<file path="src/rtl/thermo_poller_if.sv">
// Bus between thermo_poller and the thermometer/host side; signal suffixes are from the poller's view.
interface thermo_poller_if;
  logic       enable_i;
  logic       clr_i;
  logic [6:0] degree_i;
  logic       busy_i;
  logic       valid_i;
  logic       en_o;
  logic [6:0] temp_o;
  logic       temp_valid_o;
  logic [6:0] min_o;
  logic [6:0] max_o;
  logic       alarm_hi_o;
  logic       alarm_lo_o;
  logic       timeout_o;

  modport slave (
    input  enable_i, clr_i, degree_i, busy_i, valid_i,
    output en_o, temp_o, temp_valid_o, min_o, max_o, alarm_hi_o, alarm_lo_o, timeout_o
  );

  modport master (
    output enable_i, clr_i, degree_i, busy_i, valid_i,
    input  en_o, temp_o, temp_valid_o, min_o, max_o, alarm_hi_o, alarm_lo_o, timeout_o
  );
endinterface

</file>
<file path="src/rtl/thermo_poller.sv">
// Periodic thermometer poller: triggers conversions, captures clamped temperature, tracks min/max, alarms, timeout.
// Define THERMO_POLLER_HYST_EN to add HYST degrees of hysteresis to both alarm flags.
//
// state        | meaning
// S_IDLE       | polling off or waiting for thermometer to go idle
// S_TRIG       | EN_O high for two clocks
// S_WAIT_VALID | waiting for VALID_I rising edge, bounded by TIMEOUT_CYC
// S_WAIT_DONE  | result taken (or timed out), waiting for BUSY_I low
// S_PERIOD     | POLL_PERIOD idle clocks before next trigger
module thermo_poller #(
  parameter int         POLL_PERIOD = 1000,
  parameter int         TIMEOUT_CYC = 16,
  parameter logic [6:0] ALARM_HIGH  = 7'd85,
  parameter logic [6:0] ALARM_LOW   = 7'd5,
  parameter logic [6:0] HYST        = 7'd3
) (
  input logic            clk_i,
  input logic            rst_n_i,
  thermo_poller_if.slave bus
);

  localparam int CNT_MAX = (POLL_PERIOD > TIMEOUT_CYC) ? POLL_PERIOD : TIMEOUT_CYC;
  localparam int CW      = $clog2(CNT_MAX + 1);

`ifdef THERMO_POLLER_HYST_EN
  localparam bit HYST_ON = 1'b1;
`else
  localparam bit HYST_ON = 1'b0;
`endif

  // With zero hysteresis the set/clear rules collapse to plain threshold compares.
  localparam int HYST_EFF = HYST_ON ? int'(HYST) : 0;
  localparam int HI_CLR   = int'(ALARM_HIGH) - HYST_EFF;
  localparam int LO_CLR   = int'(ALARM_LOW) + HYST_EFF;

  typedef enum logic [2:0] {
    S_IDLE       = 3'd0,
    S_TRIG       = 3'd1,
    S_WAIT_VALID = 3'd2,
    S_WAIT_DONE  = 3'd3,
    S_PERIOD     = 3'd4
  } state_t;

  state_t          r_state;
  state_t          w_next_state;
  logic [CW-1:0]   r_cnt;
  logic            w_cnt_zero;
  logic            r_valid_d;
  logic            w_valid_rise;
  logic            w_capture;
  logic            w_timeout;
  logic            w_en;
  logic [6:0]      w_sample;
  int              w_sample_int;
  logic            w_alarm_hi_nxt;
  logic            w_alarm_lo_nxt;
  logic [6:0]      r_temp;
  logic            r_temp_valid;
  logic [6:0]      r_min;
  logic [6:0]      r_max;
  logic            r_first;
  logic            r_alarm_hi;
  logic            r_alarm_lo;
  logic            r_timeout;

  assign w_cnt_zero   = (r_cnt == '0);
  assign w_valid_rise = bus.valid_i && !r_valid_d;
  assign w_capture    = (r_state == S_WAIT_VALID) && w_valid_rise;
  assign w_timeout    = (r_state == S_WAIT_VALID) && !w_valid_rise && w_cnt_zero;
  assign w_sample     = (bus.degree_i > 7'd100) ? 7'd100 : bus.degree_i;
  assign w_sample_int = int'({25'd0, w_sample});

  always_ff @(posedge clk_i or negedge rst_n_i) begin
    if (!rst_n_i) begin
      r_state <= S_IDLE;
    end else begin
      r_state <= w_next_state;
    end
  end

  always_comb begin
    w_next_state = r_state;
    case (r_state)
      S_IDLE:       if (bus.enable_i && !bus.busy_i) w_next_state = S_TRIG;
      S_TRIG:       if (w_cnt_zero) w_next_state = S_WAIT_VALID;
      S_WAIT_VALID: if (w_valid_rise || w_cnt_zero) w_next_state = S_WAIT_DONE;
      S_WAIT_DONE:  if (!bus.busy_i) w_next_state = bus.enable_i ? S_PERIOD : S_IDLE;
      S_PERIOD: begin
        if (!bus.enable_i)   w_next_state = S_IDLE;
        else if (w_cnt_zero) w_next_state = S_TRIG;
      end
      default:      w_next_state = S_IDLE;
    endcase
  end

  always_comb begin
    w_en = (r_state == S_TRIG);
  end

  // One down-counter serves all timed states; it is reloaded on every state change.
  always_ff @(posedge clk_i or negedge rst_n_i) begin
    if (!rst_n_i) begin
      r_cnt <= '0;
    end else if (w_next_state != r_state) begin
      case (w_next_state)
        S_TRIG:       r_cnt <= CW'(1);
        S_WAIT_VALID: r_cnt <= CW'(TIMEOUT_CYC - 1);
        S_PERIOD:     r_cnt <= CW'(POLL_PERIOD - 1);
        default:      r_cnt <= '0;
      endcase
    end else if (!w_cnt_zero) begin
      r_cnt <= r_cnt - CW'(1);
    end
  end

  always_comb begin
    w_alarm_hi_nxt = r_alarm_hi;
    if (w_sample >= ALARM_HIGH)    w_alarm_hi_nxt = 1'b1;
    else if (w_sample_int < HI_CLR) w_alarm_hi_nxt = 1'b0;
    w_alarm_lo_nxt = r_alarm_lo;
    if (w_sample <= ALARM_LOW)     w_alarm_lo_nxt = 1'b1;
    else if (w_sample_int > LO_CLR) w_alarm_lo_nxt = 1'b0;
  end

  always_ff @(posedge clk_i or negedge rst_n_i) begin
    if (!rst_n_i) begin
      r_valid_d    <= 1'b0;
      r_temp       <= '0;
      r_temp_valid <= 1'b0;
      r_min        <= '0;
      r_max        <= '0;
      r_first      <= 1'b1;
      r_alarm_hi   <= 1'b0;
      r_alarm_lo   <= 1'b0;
      r_timeout    <= 1'b0;
    end else begin
      r_valid_d    <= bus.valid_i;
      r_temp_valid <= w_capture;
      if (w_capture) begin
        r_temp     <= w_sample;
        r_alarm_hi <= w_alarm_hi_nxt;
        r_alarm_lo <= w_alarm_lo_nxt;
        r_first    <= 1'b0;
        // A clear in the capture cycle restarts tracking from this sample.
        if (bus.clr_i || r_first) begin
          r_min <= w_sample;
          r_max <= w_sample;
        end else begin
          if (w_sample < r_min) r_min <= w_sample;
          if (w_sample > r_max) r_max <= w_sample;
        end
      end else if (bus.clr_i) begin
        r_min   <= '0;
        r_max   <= '0;
        r_first <= 1'b1;
      end
      if (w_timeout)      r_timeout <= 1'b1;
      else if (bus.clr_i) r_timeout <= 1'b0;
    end
  end

  assign bus.en_o         = w_en;
  assign bus.temp_o       = r_temp;
  assign bus.temp_valid_o = r_temp_valid;
  assign bus.min_o        = r_min;
  assign bus.max_o        = r_max;
  assign bus.alarm_hi_o   = r_alarm_hi;
  assign bus.alarm_lo_o   = r_alarm_lo;
  assign bus.timeout_o    = r_timeout;

endmodule

</file>
<file path="src/flat_wrapper.sv">
// flat-port wrapper written by rule: the top's interface ports become plain ports
module thermo_poller_flat 
#(
  parameter int         POLL_PERIOD = 1000,
  parameter int         TIMEOUT_CYC = 16,
  parameter logic [6:0] ALARM_HIGH  = 7'd85,
  parameter logic [6:0] ALARM_LOW   = 7'd5,
  parameter logic [6:0] HYST        = 7'd3
)
  (clk_i, rst_n_i, bus_enable_i, bus_clr_i, bus_degree_i, bus_busy_i, bus_valid_i, bus_en_o, bus_temp_o, bus_temp_valid_o, bus_min_o, bus_max_o, bus_alarm_hi_o, bus_alarm_lo_o, bus_timeout_o);
  thermo_poller_if bus_i ();
  input logic clk_i;
  input logic rst_n_i;
  input wire logic [$bits(bus_i.enable_i)-1:0] bus_enable_i;
  input wire logic [$bits(bus_i.clr_i)-1:0] bus_clr_i;
  input wire logic [$bits(bus_i.degree_i)-1:0] bus_degree_i;
  input wire logic [$bits(bus_i.busy_i)-1:0] bus_busy_i;
  input wire logic [$bits(bus_i.valid_i)-1:0] bus_valid_i;
  output wire logic [$bits(bus_i.en_o)-1:0] bus_en_o;
  output wire logic [$bits(bus_i.temp_o)-1:0] bus_temp_o;
  output wire logic [$bits(bus_i.temp_valid_o)-1:0] bus_temp_valid_o;
  output wire logic [$bits(bus_i.min_o)-1:0] bus_min_o;
  output wire logic [$bits(bus_i.max_o)-1:0] bus_max_o;
  output wire logic [$bits(bus_i.alarm_hi_o)-1:0] bus_alarm_hi_o;
  output wire logic [$bits(bus_i.alarm_lo_o)-1:0] bus_alarm_lo_o;
  output wire logic [$bits(bus_i.timeout_o)-1:0] bus_timeout_o;
  assign bus_i.enable_i = bus_enable_i;
  assign bus_i.clr_i = bus_clr_i;
  assign bus_i.degree_i = bus_degree_i;
  assign bus_i.busy_i = bus_busy_i;
  assign bus_i.valid_i = bus_valid_i;
  assign bus_en_o = bus_i.en_o;
  assign bus_temp_o = bus_i.temp_o;
  assign bus_temp_valid_o = bus_i.temp_valid_o;
  assign bus_min_o = bus_i.min_o;
  assign bus_max_o = bus_i.max_o;
  assign bus_alarm_hi_o = bus_i.alarm_hi_o;
  assign bus_alarm_lo_o = bus_i.alarm_lo_o;
  assign bus_timeout_o = bus_i.timeout_o;
  thermo_poller #(.POLL_PERIOD(POLL_PERIOD), .TIMEOUT_CYC(TIMEOUT_CYC), .ALARM_HIGH(ALARM_HIGH), .ALARM_LOW(ALARM_LOW), .HYST(HYST)) u_core (.clk_i(clk_i), .rst_n_i(rst_n_i), .bus(bus_i));
endmodule
</file>
<file path="config.mk">
export PLATFORM = sky130hd
export DESIGN_NAME = thermo_poller_flat
export DESIGN_NICKNAME = d
export VERILOG_FILES = /design/src/rtl/thermo_poller_if.sv /design/src/rtl/thermo_poller.sv /design/src/flat_wrapper.sv
export SDC_FILE = /design/constraint.sdc
export NUM_CORES = 1
export LEC_CHECK = 0
export ABC_AREA = 1
export CAP_MARGIN = 20
export CORE_UTILIZATION = 53
export CTS_CLUSTER_DIAMETER = 100
export DETAILED_ROUTE_END_ITERATION = 8
export PLACE_DENSITY = 0.81
export SYNTH_ARGS = -nofsm -noshare
export SYNTH_HDL_FRONTEND = slang
export SYNTH_SLANG_ARGS = --single-unit
</file>
<file path="constraint.sdc">
create_clock -name clk_i -period 2.3 [get_ports clk_i]
set_input_delay 0.345 -clock clk_i [delete_from_list [all_inputs] [get_ports clk_i]]
set_output_delay 0.345 -clock clk_i [all_outputs]
set_load 0.005 [all_outputs]
</file>
==> out/qor.txt, run 1 <==
Run status: finished clean
Largest net degree at the start of global routing: 41
Setup crit end: u_core.bus.max_o[2]
Comb pwr share: 48.5%
Max Fanout on Critical Path: 7
First-pass GRT wire length: 9290 um
Post-Place Setup Slack: -0.252 ns
Vias: 2189
R2R cell count: 14
Slowest cell on crit path: clkdlybuf4s50_1
Synth warn: 0
Internal: 1820 uW
Crit path DAT: 2.35 ns
Synth-to-layout area growth: 30.6%
Setup slack, reg-to-reg: 0.30 ns
Antenna-violating nets left: 0
Mapped Cells: 314
Core area: 0.00435 mm^2
Hold Crit Class: input pin to asynchronous set/reset pin
Max Cap Viol: 0
Drt first pass iters: 4
Skew final: 0.00341 ns
Crit end category: flop
Nets: 402
Post-synthesis net count: 341
Number of flops mapped to enable cells by yosys: 0
Critical path's top delay family: simple AND/OR/NAND/NOR gates
Post-DP Area: 0.00297 mm^2
H-tree levels: 2
Post-route minimum period: 2.17 ns
Final Cycle Share: 94.2%
Register area: 0.00100 mm^2
Most used cell, CP: nand2_1
1st-iter DRT viols: 109
CTS Sinks: 40
Reg2reg start: u_core.r_cnt[0]
Die Wd: 69.5 um
Initial antenna violation count: 0
Syn_area_per_cell: 7.69 um^2
Slack of the critical path: 0.133 ns
Relative slew margins: 39.3%
Psw: 1180 uW
Max Slew Vio Count: 0
Via density: 5.11
Ant. Diodes: 0
Post-CTS Hold Buffers: 0
Placer congestion estimate: 0.832
WL/cell: 13.2 um
Total gr overflow: 0
Total GRT Usage: 24.3%
Worst path depth: 17
Register area share after synthesis: 41.5%
Number of global-route vias before repair: 2042
Final Non-Filler Cells: 428
CP Class: input pin to flop
Synth top cells by count: nand2_1 (90), inv_1 (51), dfrtp_1 (39)
Starting density of the core: 55.4%
Yosys reg bits: 40
DRT Wirelength: 5670 um
Critical Path RT: 2.48 ns
Clock Tree Root: clkbuf_8
Synth Cell Area: 0.00241 mm^2
Pwr per Cell Area: 951 mW/mm^2
Largest area contributor in the netlist: dfrtp_1
Synth top area share: 40.4%
CP Cell Sequence: clkdlybuf4s50_1 > o21ai_1 > nand2_1 > nand2_4 > nand2_2 > inv_1 > buf_4 > ha_4 > inv_1 > nor2_2 > nand3_1 > o211ai_1 > nand2_1 > nand2_2 > nand2_4 > nand2_1 > o21ai_1
Highest clock rate: 461 MHz
Total power: 3000 uW
Dpl cells: 419
Synth async-reset ratio: 100%
Count leader, synth: nand2_1
Worst Setup Start Kind: input pin
Post-route design area: 0.00315 mm^2
Share of post-route cells with drive strength above 1: 19.7%
Final setup violating endpoints: 0
Post-DP HPWL: 4000 um
Worst VDD drop: 507 uV
Ports: 39
# rows: 24
Leakage power: 0.00168 uW
IO buf count: 38
CTS tree: built
Main area contributors after synthesis: dfrtp_1 (40%), nand2_1 (14%), inv_1 (7.9%)
Die ar.: 0.00483 mm^2
Synth Flop Type: dfrtp_1
CTS Buf Count: 5
Sw Share: 39.4%
Clock-pin slew on the worst setup and hold paths: 0.08 ns
Crit path from: bus_degree_i[0]
Sequential Power Share: 32.4%
Worst reg2reg path endpoint: u_core.r_cnt[6]
Buffers and inverters on the worst path: 4
CTS resizes: 0
Multi-input logic area: 0.00123 mm^2
Post-route DRC: 0
Fill cells: 328
Clock power share: 19.2%
Synth cell types: 30
Measured slew at the worst slew-check pin: 0.910 ns
Max incr delay on CP: 0.49 ns
Post CTS Setup Buffer Count: 0
Worst-skew pair later-pin latency: 0.29 ns
Setup TNS: 0 ns
Die Y: 69.5 um
Max clock buf depth: 2
Fin. Hold Viols: 0
worst register-to-register path, stage by stage (launching register included):
cell and delay (ns):
dfrtp_1 0.42, inv_1 0.07, ha_1 0.22, nand2_2 0.15, nor2_2 0.07, nand2_2 0.13, nand2_1 0.07, nand3_1 0.07
nand2_1 0.06, nor2_2 0.24, buf_4 0.21, nand3_2 0.07, nand2_1 0.06, nand2_1 0.05, inv_1 0.05
logic make-up after synthesis:
group                    after synthesis  synth area share [%]
AND/OR/NAND/NOR                      164                  31.8
buffers and inverters                 61                  10.4
flip-flops                            40                  41.5
AO/OA/AOI/OAI                         29                  6.79
adder cells (fa/ha/maj)               14                  7.26
XOR/XNOR                               6                  2.18
worst min-delay path by stage:
stage	from	endpoint	slack, ns	cells after the start
5_1_grt	rst_n_i	u_core.bus.min_o[0]	0.25	1
4_1_cts	rst_n_i	u_core.bus.min_o[1]	0.20	1
2_1_floorplan	rst_n_i	u_core.bus.alarm_hi_o	0.05	0
3_3_place_gp	u_core.bus.temp_o[5]	u_core.bus.temp_o[5]	0.47	2
6_report	rst_n_i	u_core.bus.alarm_hi_o	0.18	1
3_5_place_dp	u_core.bus.temp_o[2]	u_core.bus.temp_o[2]	0.47	2
metrics by stage:
step                      hold slack, ns  util, %
after detailed placement           0.465     68.1
after floorplan                   0.0494        -
final                              0.179     72.4
after global placement             0.467     68.1
after global routing               0.255     72.4
after CTS                          0.198     70.6
state kept, by name (all words and copies together) (netlist names):
register                 count
u_core.r_state               3
u_core.bus.min_o             7
u_core.bus.temp_valid_o      1
u_core.r_first               1
u_core.bus.temp_o            7
u_core.bus.max_o             7
u_core.bus.timeout_o         1
u_core.bus.alarm_lo_o        1
u_core.bus.alarm_hi_o        1
u_core.r_valid_d             1
u_core.r_cnt                10
power groups by stage:
stage               clock, uW  combinational (uW)  sequential [uW]
finish                    575                1450              969
CTS                       584                1420              970
global route              613                1630              990
floorplan                   0                 991              975
global placement            0                1380              979
detailed placement          0                1400              983
final cells by class:
class,count,area share (%)
clock buffers,6,2.30
clock inverters,2,1.11
inverters,55,6.55
multi-input cells,214,39.2
flip-flops and latches,40,31.8
well taps,52,2.06
repair buffers,59,17.0
per-layer routing:
layer	up-vias	part of all wire [%]	GRT usage (%)
li1	1100	-	-
met1	1026	49	36.1
met2	51	44	35.6
met3	12	4.3	3.63
met4	0	2.3	9.75
met5	-	0	0
cells in the final DEF (no fill, tap or decap), types with 2 or more instances in the layout:
cell type and count:
nand2_1 83, clkdlybuf4s50_1 36, a21oi_1 5, nor3_1 2
o21ai_0 8, nand3_2 9, a21oi_2 2, dfrtp_1 39
o21ai_1 8, inv_1 51, or2_2 2, nand4_1 5
ha_4 2, inv_2 4, nand3_1 14, ha_1 12
nor2_4 2, nor2_2 5, nor2_1 26, nand2_2 12
clkbuf_8 5, xor2_1 6, buf_4 21, nand2_4 4
Power figures use the tool's default switching activity.
==> inputs of run 2 (changes only) <==
--- a/config.mk
+++ b/config.mk
@@ -7,6 +7,7 @@
 export LEC_CHECK = 0
 export ABC_AREA = 1
 export CAP_MARGIN = 20
+export CORE_MARGIN = 2
 export CORE_UTILIZATION = 53
 export CTS_CLUSTER_DIAMETER = 100
 export DETAILED_ROUTE_END_ITERATION = 8
==> out/qor.txt, run 2 (synthesis results as in run 1) <==
Max Slew Vio Count: 0 (unchanged)
Final Cycle Share: 93.7% (-0.49 points)
# rows: 24 (unchanged)
Share of post-route cells with drive strength above 1: 19.1% (-0.53 points)
DRT Wirelength: 5600 um (-1.2%)
Post-Place Setup Slack: -0.372 ns (-0.120 ns)
Core area: 0.00438 mm^2 (+0.69%)
Largest register FFs: 10 (unchanged)
Max Cap Viol: 0 (unchanged)
IO buf count: 38 (unchanged)
Initial antenna violation count: 0 (unchanged)
Post-route design area: 0.00313 mm^2 (-0.71%)
CP Class: input pin to flop
Setup crit end: u_core.bus.max_o[3]
Setup slack, reg-to-reg: 0.28 ns (-0.02 ns)
Hold WS: 0.164 ns (-0.0144 ns)
Relative slew margins: 41.7% (+2.4 points)
Vias: 2182 (-0.32%)
Hold Crit Class: input pin to asynchronous set/reset pin
First-pass GRT wire length: 9090 um (-2.2%)
Multi-input logic area: 0.00121 mm^2 (-1.6%)
Starting density of the core: 55.1% (-0.38 points)
Clock-pin slew on the worst setup and hold paths: 0.07 ns (about the same)
Skew final: 0.00878 ns (+0.00537 ns)
Dpl cells: 419 (unchanged)
Total GRT Usage: 22.9% (-1.4 points)
Final Non-Filler Cells: 428 (unchanged)
Fin. Hold Viols: 0 (unchanged)
Max Fanout on Critical Path: 7 (unchanged)
Post-route DRC: 0 (unchanged)
Reg2reg start: u_core.r_cnt[0]
Crit path from: bus_degree_i[0]
Ports: 39 (unchanged)
Synth-to-layout area growth: 29.7%
Final setup violating endpoints: 0 (unchanged)
Largest Register: u_core.r_cnt
Via density: 5.10 (-0.32%)
Most frequent cells in the layout: nand2_1 (86), inv_1 (48), dfrtp_1 (39), clkdlybuf4s50_1 (37), nor2_1 (26)
Post-DP Area: 0.00297 mm^2 (unchanged)
CTS Buf Count: 5 (unchanged)
Placer congestion estimate: 0.875 (+5.2%)
Measured slew at the worst slew-check pin: 0.875 ns (-0.0353 ns)
H-tree levels: 2 (unchanged)
Die ar.: 0.00511 mm^2 (+5.8%)
Critical Path RT: 2.51 ns (+0.03 ns)
Worst Setup Start Kind: input pin
Clock Tree Root: clkbuf_8
1st-iter DRT viols: 156 (+43%)
CTS tree: built
Leakage power: 0.00166 uW (-0.82%)
Fill cells: 341 (+4.0%)
Worst-skew pair later-pin latency: 0.30 ns (about the same)
Drt first pass iters: 4 (unchanged)
CTS Sinks: 40 (unchanged)
Nets: 402 (unchanged)
Worst VDD drop: 605 uV (+19%)
Largest net degree at the start of global routing: 41 (unchanged)
Slack of the critical path: 0.144 ns (+0.0112 ns)
R2R cell count: 12 (-2)
Total power: 2990 uW (-0.37%)
Post-DP HPWL: 4140 um (+3.5%)
Most common cell after layout, fill and taps aside: nand2_1
WL/cell: 13.1 um (-1.2%)
Antenna-violating nets left: 0 (unchanged)
Run status: finished clean
Pwr per Cell Area: 954 mW/mm^2 (+0.34%)
Post-route minimum period: 2.16 ns (-0.0112 ns)
Worst reg2reg path endpoint: u_core.r_cnt[3]
Register area: 0.00100 mm^2 (unchanged)
Number of global-route vias before repair: 2026 (-0.78%)
Die Y: 71.5 um (+2.9%)
Max clock buf depth: 2 (unchanged)
Total gr overflow: 0 (unchanged)
Ant. Diodes: 0 (unchanged)
Highest clock rate: 464 MHz (+0.52%)
Die Wd: 71.5 um (+2.9%)
Crit end category: flop
Crit path DAT: 2.37 ns (+0.02 ns)
run 2: cell types whose count changed in the layout (fill, tap and decap cells not counted), sizes merged:
cell	delta
clkdlybuf4s50	+1
dlymetal6s2s	-1
run 2: where the power goes:
| group | leakage (uW) | switching [uW] | internal [uW] |
|---|---|---|---|
| Combinational | 0.00108 | 820 | 620 |
| Sequential | 0.000531 | 109 | 865 |
| Clock | 0.0000552 | 250 | 322 |
| Total | 0.00166 | 1180 | 1810 |
run 2: through the flow:
step                util [%]  setup TNS [ns]
floorplan                  -               0
global placement        67.7           -2.18
detailed placement      67.7           -3.44
CTS                     70.2               0
global route            71.4         -0.0451
finish                  71.4               0
run 2: worst min-delay path by stage:
stage                         startpoint               endpoint  slack, ns  cells past startpoint
floorplan                        rst_n_i  u_core.bus.alarm_hi_o       0.05                      0
CTS                              rst_n_i        u_core.r_cnt[9]       0.19                      1
global placement    u_core.bus.temp_o[2]   u_core.bus.temp_o[2]       0.47                      2
finish                           rst_n_i   u_core.bus.timeout_o       0.16                      1
global route                     rst_n_i        u_core.r_cnt[8]       0.24                      1
detailed placement  u_core.bus.temp_o[1]   u_core.bus.temp_o[1]       0.46                      2
run 2: layer usage:
metal | routed length (um) | track usage (%) | vias to the layer above
li1 | - | - | 1102
met1 | 2730 | 33.0 | 1020
met2 | 2570 | 34.6 | 52
met3 | 208 | 3.66 | 8
met4 | 88 | 9.64 | 0
met5 | 0 | 0 | -
run 2: area by class of cell:
class                      count  share of cell area (%)
inverter                      55                    6.60
timing repair buffer          59                    17.0
sequential                    40                    32.0
clock inverter                 2                    1.12
clock buffer                   6                    2.32
tap                           52                    2.08
multi-input combinational    214                    38.8
run 2: worst max-delay path, cell delays in order:
cell and delay [ns]:
clkdlybuf4s50_1 0.47, o21ai_1 0.07, nand2_1 0.10, nand2_4 0.08, nand2_1 0.10, inv_2 0.06
ha_1 0.28, inv_1 0.05, nor2_2 0.12, nand3_1 0.10, o211ai_1 0.10, nand2_1 0.09
nand2_2 0.11, nand2_2 0.11, o21ai_0 0.17
run 2: repair_timing:
item                                    4_1_cts  5_1_grt
endpoints found under the setup margin        7       15
buffers inserted                              0        0
cloned                                        0        1
hold endpoints to repair                      0        0
hold buffers                                  0        0
pin swaps                                     0        4
resized for setup                             2       14
